[src/rtl/lfsr_prbs_if.sv]
// Signal bundle for lfsr_prbs: LFSR control/data, checker inputs and status outputs.
interface lfsr_prbs_if #(
  parameter int unsigned DATA_WIDTH = 32,
  parameter int unsigned STEP       = 1,
  parameter int unsigned ERR_WIDTH  = 16
);
  logic                  en_i;
  logic                  wr_i;
  logic [DATA_WIDTH-1:0] dat_i;
  logic [DATA_WIDTH-1:0] poly_i;
  logic                  chk_en_i;
  logic [STEP-1:0]       chk_dat_i;
  logic                  clr_i;
  logic [DATA_WIDTH-1:0] dat_o;
  logic [STEP-1:0]       bit_o;
  logic                  zero_o;
  logic                  sync_o;
  logic                  err_o;
  logic [ERR_WIDTH-1:0]  err_cnt_o;

  modport master (
    output en_i, wr_i, dat_i, poly_i, chk_en_i, chk_dat_i, clr_i,
    input  dat_o, bit_o, zero_o, sync_o, err_o, err_cnt_o
  );

  modport slave (
    input  en_i, wr_i, dat_i, poly_i, chk_en_i, chk_dat_i, clr_i,
    output dat_o, bit_o, zero_o, sync_o, err_o, err_cnt_o
  );
endinterface

[src/rtl/lfsr_prbs.sv]
// Galois PRBS generator advancing STEP bits per cycle with a run-time polynomial,
// all-zero lock-up recovery, and a loopback checker with HUNT/LOCK sync tracking
// and a saturating bit-error counter.
module lfsr_prbs #(
  parameter int unsigned          DATA_WIDTH = 32,
  parameter int unsigned          STEP       = 1,
  parameter logic [DATA_WIDTH-1:0] SEED      = '1,
  parameter int unsigned          SYNC_CNT   = 4,
  parameter int unsigned          LOSS_CNT   = 4,
  parameter int unsigned          ERR_WIDTH  = 16
) (
  input  logic       clk_i,
  input  logic       rst_n_i,
  lfsr_prbs_if.slave bus
);

  localparam int unsigned RUN_MAX = (SYNC_CNT > LOSS_CNT) ? SYNC_CNT : LOSS_CNT;
  localparam int unsigned RUN_W   = $clog2(RUN_MAX + 1);
  localparam int unsigned POP_W   = $clog2(STEP + 1);
  localparam int unsigned SUM_W   = ERR_WIDTH + POP_W;

  typedef enum logic {
    HUNT = 1'b0,
    LOCK = 1'b1
  } chk_state_e;

  logic [DATA_WIDTH-1:0] q_q, q_d, q_adv;
  logic [STEP-1:0]       bits, mism;
  logic                  zero, cmp, mism_any;
  logic [POP_W-1:0]      pop;
  logic [SUM_W-1:0]      sum;
  chk_state_e            state_q, state_d;
  logic [RUN_W-1:0]      good_q, good_d, bad_q, bad_d;
  logic                  err_q, err_d;
  logic [ERR_WIDTH-1:0]  cnt_q, cnt_d;

  // The top tap bit is implied by the Galois structure, so the mask MSB is unused.
  logic unused_poly_msb;
  assign unused_poly_msb = bus.poly_i[DATA_WIDTH-1];

  // One Galois step: the LSB is emitted, rotated into the MSB and XORed into the taps.
  function automatic logic [DATA_WIDTH-1:0] galois_step(input logic [DATA_WIDTH-1:0] s,
                                                        input logic [DATA_WIDTH-1:0] poly);
    return {s[0], s[DATA_WIDTH-1:1] ^ (poly[DATA_WIDTH-2:0] & {(DATA_WIDTH-1){s[0]}})};
  endfunction

  // Unroll STEP steps from q: collect the emitted bits and the advanced state.
  always_comb begin
    // NOTE: every always_comb output gets a default first so no path can infer a latch.
    q_adv = q_q;
    bits  = '0;
    for (int unsigned k = 0; k < STEP; k++) begin
      bits[k] = q_adv[0];
      q_adv   = galois_step(q_adv, bus.poly_i);
    end
  end

  assign zero = (q_q == '0);

  // State update: load beats advance; advancing from all-zero restarts at SEED.
  always_comb begin
    q_d = q_q;
    if (bus.wr_i) begin
      q_d = bus.dat_i;
    end else if (bus.en_i) begin
      q_d = zero ? SEED : q_adv;
    end
  end

  // A compare uses the pre-advance bits; all-zero cycles carry no pattern to check.
  assign cmp      = bus.chk_en_i & bus.en_i & ~bus.wr_i & ~zero;
  assign mism     = bus.chk_dat_i ^ bits;
  assign mism_any = |mism;

  // Number of mismatched bits in the current word.
  always_comb begin
    pop = '0;
    for (int unsigned k = 0; k < STEP; k++) begin
      pop = pop + POP_W'(mism[k]);
    end
  end

  assign sum = SUM_W'(cnt_q) + SUM_W'(pop);

  // Checker next-state: HUNT/LOCK run counters, last-word error flag, saturating count.
  always_comb begin
    state_d = state_q;
    good_d  = good_q;
    bad_d   = bad_q;
    err_d   = err_q;
    cnt_d   = cnt_q;
    if (!bus.chk_en_i) begin
      state_d = HUNT;
      good_d  = '0;
      bad_d   = '0;
    end else if (cmp) begin
      err_d = mism_any;
      unique case (state_q)
        HUNT: begin
          if (mism_any) begin
            good_d = '0;
          end else if (good_q + RUN_W'(1) == RUN_W'(SYNC_CNT)) begin
            state_d = LOCK;
            good_d  = '0;
            bad_d   = '0;
          end else begin
            good_d = good_q + RUN_W'(1);
          end
        end
        LOCK: begin
          if (sum > SUM_W'({ERR_WIDTH{1'b1}})) begin
            cnt_d = '1;
          end else begin
            cnt_d = sum[ERR_WIDTH-1:0];
          end
          if (!mism_any) begin
            bad_d = '0;
          end else if (bad_q + RUN_W'(1) == RUN_W'(LOSS_CNT)) begin
            state_d = HUNT;
            good_d  = '0;
            bad_d   = '0;
          end else begin
            bad_d = bad_q + RUN_W'(1);
          end
        end
        default: state_d = HUNT;
      endcase
    end
    if (bus.clr_i) begin
      cnt_d = '0;
    end
  end

  // Registers for the LFSR state and the checker.
  always_ff @(posedge clk_i or negedge rst_n_i) begin
    // NOTE: non-blocking assignments so every flop samples the pre-edge values.
    if (!rst_n_i) begin
      q_q     <= SEED;
      state_q <= HUNT;
      good_q  <= '0;
      bad_q   <= '0;
      err_q   <= 1'b0;
      cnt_q   <= '0;
    end else begin
      q_q     <= q_d;
      state_q <= state_d;
      good_q  <= good_d;
      bad_q   <= bad_d;
      err_q   <= err_d;
      cnt_q   <= cnt_d;
    end
  end

  assign bus.dat_o     = q_q;
  assign bus.bit_o     = bits;
  assign bus.zero_o    = zero;
  assign bus.sync_o    = (state_q == LOCK);
  assign bus.err_o     = err_q;
  assign bus.err_cnt_o = cnt_q;

endmodule

[src/flat_wrapper.sv]
// flat-port wrapper written by rule: the top's interface ports become plain ports
module lfsr_prbs_flat 
#(
  parameter int unsigned          DATA_WIDTH = 32,
  parameter int unsigned          STEP       = 1,
  parameter logic [DATA_WIDTH-1:0] SEED      = '1,
  parameter int unsigned          SYNC_CNT   = 4,
  parameter int unsigned          LOSS_CNT   = 4,
  parameter int unsigned          ERR_WIDTH  = 16
)
  (clk_i, rst_n_i, bus_en_i, bus_wr_i, bus_dat_i, bus_poly_i, bus_chk_en_i, bus_chk_dat_i, bus_clr_i, bus_dat_o, bus_bit_o, bus_zero_o, bus_sync_o, bus_err_o, bus_err_cnt_o);
  lfsr_prbs_if #(.DATA_WIDTH(DATA_WIDTH), .STEP(STEP), .ERR_WIDTH(ERR_WIDTH)) bus_i ();
  input  logic clk_i;
  input  logic rst_n_i;
  input wire logic [$bits(bus_i.en_i)-1:0] bus_en_i;
  input wire logic [$bits(bus_i.wr_i)-1:0] bus_wr_i;
  input wire logic [$bits(bus_i.dat_i)-1:0] bus_dat_i;
  input wire logic [$bits(bus_i.poly_i)-1:0] bus_poly_i;
  input wire logic [$bits(bus_i.chk_en_i)-1:0] bus_chk_en_i;
  input wire logic [$bits(bus_i.chk_dat_i)-1:0] bus_chk_dat_i;
  input wire logic [$bits(bus_i.clr_i)-1:0] bus_clr_i;
  output wire logic [$bits(bus_i.dat_o)-1:0] bus_dat_o;
  output wire logic [$bits(bus_i.bit_o)-1:0] bus_bit_o;
  output wire logic [$bits(bus_i.zero_o)-1:0] bus_zero_o;
  output wire logic [$bits(bus_i.sync_o)-1:0] bus_sync_o;
  output wire logic [$bits(bus_i.err_o)-1:0] bus_err_o;
  output wire logic [$bits(bus_i.err_cnt_o)-1:0] bus_err_cnt_o;
  assign bus_i.en_i = bus_en_i;
  assign bus_i.wr_i = bus_wr_i;
  assign bus_i.dat_i = bus_dat_i;
  assign bus_i.poly_i = bus_poly_i;
  assign bus_i.chk_en_i = bus_chk_en_i;
  assign bus_i.chk_dat_i = bus_chk_dat_i;
  assign bus_i.clr_i = bus_clr_i;
  assign bus_dat_o = bus_i.dat_o;
  assign bus_bit_o = bus_i.bit_o;
  assign bus_zero_o = bus_i.zero_o;
  assign bus_sync_o = bus_i.sync_o;
  assign bus_err_o = bus_i.err_o;
  assign bus_err_cnt_o = bus_i.err_cnt_o;
  lfsr_prbs #(.DATA_WIDTH(DATA_WIDTH), .STEP(STEP), .SEED(SEED), .SYNC_CNT(SYNC_CNT), .LOSS_CNT(LOSS_CNT), .ERR_WIDTH(ERR_WIDTH)) u_core (.clk_i(clk_i), .rst_n_i(rst_n_i), .bus(bus_i));
endmodule
[config.mk]
export PLATFORM = sky130hd
export DESIGN_NAME = lfsr_prbs_flat
export DESIGN_NICKNAME = d
export VERILOG_FILES = /design/src/rtl/lfsr_prbs_if.sv /design/src/rtl/lfsr_prbs.sv /design/src/flat_wrapper.sv
export SDC_FILE = /design/constraint.sdc
export NUM_CORES = 1
export LEC_CHECK = 0
export CAP_MARGIN = 20
export CORE_MARGIN = 3
export CORE_UTILIZATION = 45
export DETAILED_ROUTE_END_ITERATION = 10
export MAX_ROUTING_LAYER = met4
export PLACE_DENSITY_LB_ADDON = 0.3
export SKIP_CTS_REPAIR_TIMING = 1
export SYNTH_ARGS = -nofsm -noshare
export SYNTH_HDL_FRONTEND = slang
export SYNTH_SLANG_ARGS = --single-unit
[constraint.sdc]
create_clock -name clk_i -period 3.3 [get_ports clk_i]
set_input_delay 0.495 -clock clk_i [delete_from_list [all_inputs] [get_ports clk_i]]
set_output_delay 0.495 -clock clk_i [all_outputs]
set_load 0.01 [all_outputs]
==> flow_results.xml <==
<?xml version="1.0" encoding="UTF-8"?>
<metrics>
  <group name="worst_setup_path">
    <metric name="crit_family" unit="">simple AND/OR/NAND/NOR gates</metric>
    <metric name="max_stage_delay" unit="ns">0.56</metric>
    <metric name="worstSetupStartpointType" unit="">register</metric>
    <metric name="worst_endpoint_required_time" unit="ns">2.80</metric>
    <metric name="cp_max_fo" unit="">5</metric>
    <metric name="r2r_start" unit="">u_core.bus.dat_o[0]</metric>
    <metric name="crit_chain" unit="">nor4_1 &gt; nand4_1 &gt; nor2_1 &gt; clkdlybuf4s50_1</metric>
    <metric name="path_class" unit="">reg -&gt; out</metric>
    <metric name="timing.critical_path.buf_inv" unit="">1</metric>
    <metric name="end_kind" unit="">output pin</metric>
    <metric name="crit_slowest_cell" unit="">sky130_fd_sc_hd__clkdlybuf4s50_1</metric>
    <metric name="setup.worst_path.start" unit="">u_core.bus.dat_o[17]</metric>
    <metric name="critical_path_arrival" unit="ns">2.28</metric>
  </group>
  <group name="timing">
    <metric name="finalSetupViolCount" unit="">0</metric>
    <metric name="slew_of_the_pin_with_the_lowest_slew_margin" unit="ns">0.744</metric>
    <metric name="timing.final.crit_share" unit="%">84.0</metric>
    <metric name="drv_slew" unit="">0</metric>
    <metric name="finalHoldViolCount" unit="">0</metric>
    <metric name="rsz_0062_raised_after_global_routing" unit="">false</metric>
    <metric name="fin_worst_hold_slack" unit="ns">0.227</metric>
    <metric name="worst_clock_skew" unit="ns">0.00675</metric>
    <metric name="slew-limit-headroom" unit="%">50.4</metric>
    <metric name="min_period" unit="ns">2.77</metric>
    <metric name="tns" unit="ns">0</metric>
    <metric name="clock.fmax" unit="MHz">361</metric>
  </group>
  <group name="synth">
    <metric name="yosys.cell_count.top_type" unit="">sky130_fd_sc_hd__nand2_1</metric>
    <metric name="mappedNetlistArea" unit="sq um">3430</metric>
    <metric name="netlist.area_leader.share" unit="%">24.5</metric>
    <metric name="synth_seq_area_share" unit="%">42.1</metric>
    <metric name="synth_async_sr_flop_share" unit="%">100</metric>
    <metric name="postSynthAreaPerCell" unit="sq um">8.92</metric>
    <metric name="yosysWarningCount" unit="">0</metric>
    <metric name="synth_cell_type_count" unit="">49</metric>
    <metric name="commonest_cells_in_the_synthesized_netlist" unit="">sky130_fd_sc_hd__nand2_1 (77), sky130_fd_sc_hd__o22ai_1 (33), sky130_fd_sc_hd__xnor2_1 (33)</metric>
    <metric name="synth_edf_count" unit="">0</metric>
    <metric name="postSynthRegisterBits" unit="">56</metric>
    <metric name="syn-num-nets" unit="">461</metric>
    <metric name="yosys-top-cells-area" unit="">sky130_fd_sc_hd__dfstp_2 (25%), sky130_fd_sc_hd__dfrtp_1 (18%), sky130_fd_sc_hd__nand2_1 (8.4%)</metric>
    <metric name="synth_ff_type" unit="">sky130_fd_sc_hd__dfstp_2</metric>
    <metric name="postSynthCellCount" unit="">384</metric>
    <metric name="cell_type_contributing_the_most_total_cell_area_after_synthesis" unit="">sky130_fd_sc_hd__dfstp_2</metric>
  </group>
  <group name="placement">
    <metric name="place.port_buffers" unit="">121</metric>
    <metric name="detailedPlacementHpwl" unit="microns">6940</metric>
    <metric name="finalWeightedCongestion" unit="">0.864</metric>
    <metric name="dpl-instance-area" unit="sq um">4660</metric>
  </group>
  <group name="global_route">
    <metric name="number_of_antenna_violations_at_the_first_check_in_global_routing" unit="">0</metric>
    <metric name="grt_start_max_net_pins" unit="">65</metric>
    <metric name="grt_pass1_vias" unit="">3271</metric>
    <metric name="global_route.overflow_total" unit="">0</metric>
    <metric name="first_pass_grt_wire_length" unit="microns">15900</metric>
    <metric name="grtUsageTotal" unit="%">23.0</metric>
  </group>
  <group name="floorplan">
    <metric name="rows" unit="">31</metric>
    <metric name="design.portCount" unit="">123</metric>
    <metric name="floorplan.die_area" unit="sq um">8700</metric>
    <metric name="dieWidth" unit="microns">93.3</metric>
    <metric name="die_y" unit="microns">93.3</metric>
    <metric name="core" unit="sq um">7330</metric>
    <metric name="start_util" unit="%">46.7</metric>
  </group>
  <group name="cells_and_area">
    <metric name="count_of_antenna_diodes_in_the_layout" unit="">0</metric>
    <metric name="final_design_area_no_fill" unit="sq um">4780</metric>
    <metric name="layout.filler_cells" unit="">604</metric>
    <metric name="share_of_post_route_cells_with_drive_strength_above_1" unit="%">11.7</metric>
    <metric name="areaGrowthSynthToFinish" unit="%">39.5</metric>
    <metric name="nets" unit="">571</metric>
    <metric name="core_utilization_of_the_finished_layout" unit="%">65.2</metric>
  </group>
  <group name="routing">
    <metric name="drt-initial-drc-count" unit="">168</metric>
    <metric name="post_drt_via_cell_ratio" unit="">5.54</metric>
    <metric name="totalWireLength" unit="microns">9600</metric>
    <metric name="detailedRoute.firstPassIterationCount" unit="">4</metric>
    <metric name="drtAntennaViolNets" unit="">0</metric>
    <metric name="drcViolationCount" unit="">0</metric>
    <metric name="num_vias" unit="">3290</metric>
    <metric name="routed_wire_length_per_instance" unit="microns">16.2</metric>
  </group>
  <group name="hold_path">
    <metric name="hold_path_class" unit="">in -&gt; async</metric>
  </group>
  <group name="cts">
    <metric name="ctsRootBufferMaster" unit="">sky130_fd_sc_hd__clkbuf_8</metric>
    <metric name="cts.sink_count" unit="">56</metric>
    <metric name="path_clk_slew" unit="ns">0.10</metric>
    <metric name="cts-buffers-inserted" unit="">5</metric>
    <metric name="cts_buffer_depth" unit="">2</metric>
    <metric name="later_pin_clock_latency_in_the_skew_report" unit="ns">0.30</metric>
    <metric name="max_h_tree_level" unit="">2</metric>
    <metric name="cts_tree" unit="">yes</metric>
  </group>
  <group name="pwr">
    <metric name="design_power_total" unit="uW">1750</metric>
    <metric name="pwr_density_cell" unit="nW/um^2">366</metric>
    <metric name="peakVddDrop" unit="mV">0.238</metric>
    <metric name="total_leakage_power" unit="uW">0.00181</metric>
  </group>
  <group name="run_status">
    <metric name="outcome" unit="">complete, no violations</metric>
  </group>
  <group name="flow_run">
    <metric name="timing.max_cap.violations" unit="">0</metric>
  </group>
</metrics>
cell families after synthesis:
group                      count (synthesis)  synth area share, %
and+or+nand+nor                          145                 21.1
AOI/OAI and AO/OA                        107                 19.8
DFF                                       56                 42.1
xor gates and xnor gates                  34                 8.69
buffers and inverters                     32                 5.00
adders and majority gates                  6                 2.19
muxes                                      4                 1.20
final timing paths:
path / to / slack (ns) / cells past startpoint
worst max-delay path: bus_zero_o / 0.53 / 4
worst min-delay path: u_core.bus.err_cnt_o[0] / 0.23 / 1
worst max register to register: u_core.bus.err_cnt_o[13] / 0.84 / 8
worst min register to register: u_core.bus.err_o / 0.52 / 2
max in group asynchronous: u_core.bus.dat_o[20] / 2.21 / 2
min in group clk_i: u_core.bus.err_o / 0.52 / 2
cell usage in the layout (no fill, tap or decap), types with 10 or more instances in the layout:
master                            synthesis  final
sky130_fd_sc_hd__nand2_1                 77     77
sky130_fd_sc_hd__dfrtp_1                 24     24
sky130_fd_sc_hd__clkdlybuf4s50_1          0    119
sky130_fd_sc_hd__o22ai_1                 33     33
sky130_fd_sc_hd__xnor2_1                 33     33
sky130_fd_sc_hd__o21ai_0                 18     18
sky130_fd_sc_hd__nor2_1                  10     10
sky130_fd_sc_hd__nor3_1                  11     11
sky130_fd_sc_hd__o21ai_1                 18     18
sky130_fd_sc_hd__dfstp_2                 32     32
power breakdown:
| group | internal, uW | switching (uW) |
|---|---|---|
| registers | 771 | 65.2 |
| clock network | 238 | 221 |
| logic | 262 | 196 |
| total | 1270 | 482 |
metal layers:
metal | global-route usage [%] | vias up | part of all wire (%) | wire length [microns]
li1 | - | 1611 | - | -
met1 | 30.0 | 1569 | 43 | 4110
met2 | 37.7 | 102 | 50 | 4850
met3 | 3.94 | 8 | 5.4 | 515
met4 | 4.88 | 0 | 1.4 | 133
met5 | - | - | 0 | 0
sequential cells by signal, summed over array words and instances, names as in the netlist:
name                  count
u_core.good_q             3
u_core.bad_q              3
u_core.bus.sync_o         1
u_core.bus.err_cnt_o     16
u_core.bus.err_o          1
u_core.bus.dat_o         32
metrics by stage:
step	cells	setup slack, ns
floorplan	384	1.13
global placement	586	0.563
detailed placement	586	0.436
CTS	594	0.518
global route	594	0.416
finish	594	0.529
layout make-up:
type | count | area, sq um | share of cell area, %
clock buffers | 8 | 121 | 2.54
well taps | 99 | 124 | 2.59
multi-input cells | 296 | 1810 | 37.9
inverters | 7 | 26.3 | 0.550
flip-flops and latches | 56 | 1440 | 30.1
repair buffers | 128 | 1250 | 26.2
No activity file was read; power rests on OpenSTA's default activity.
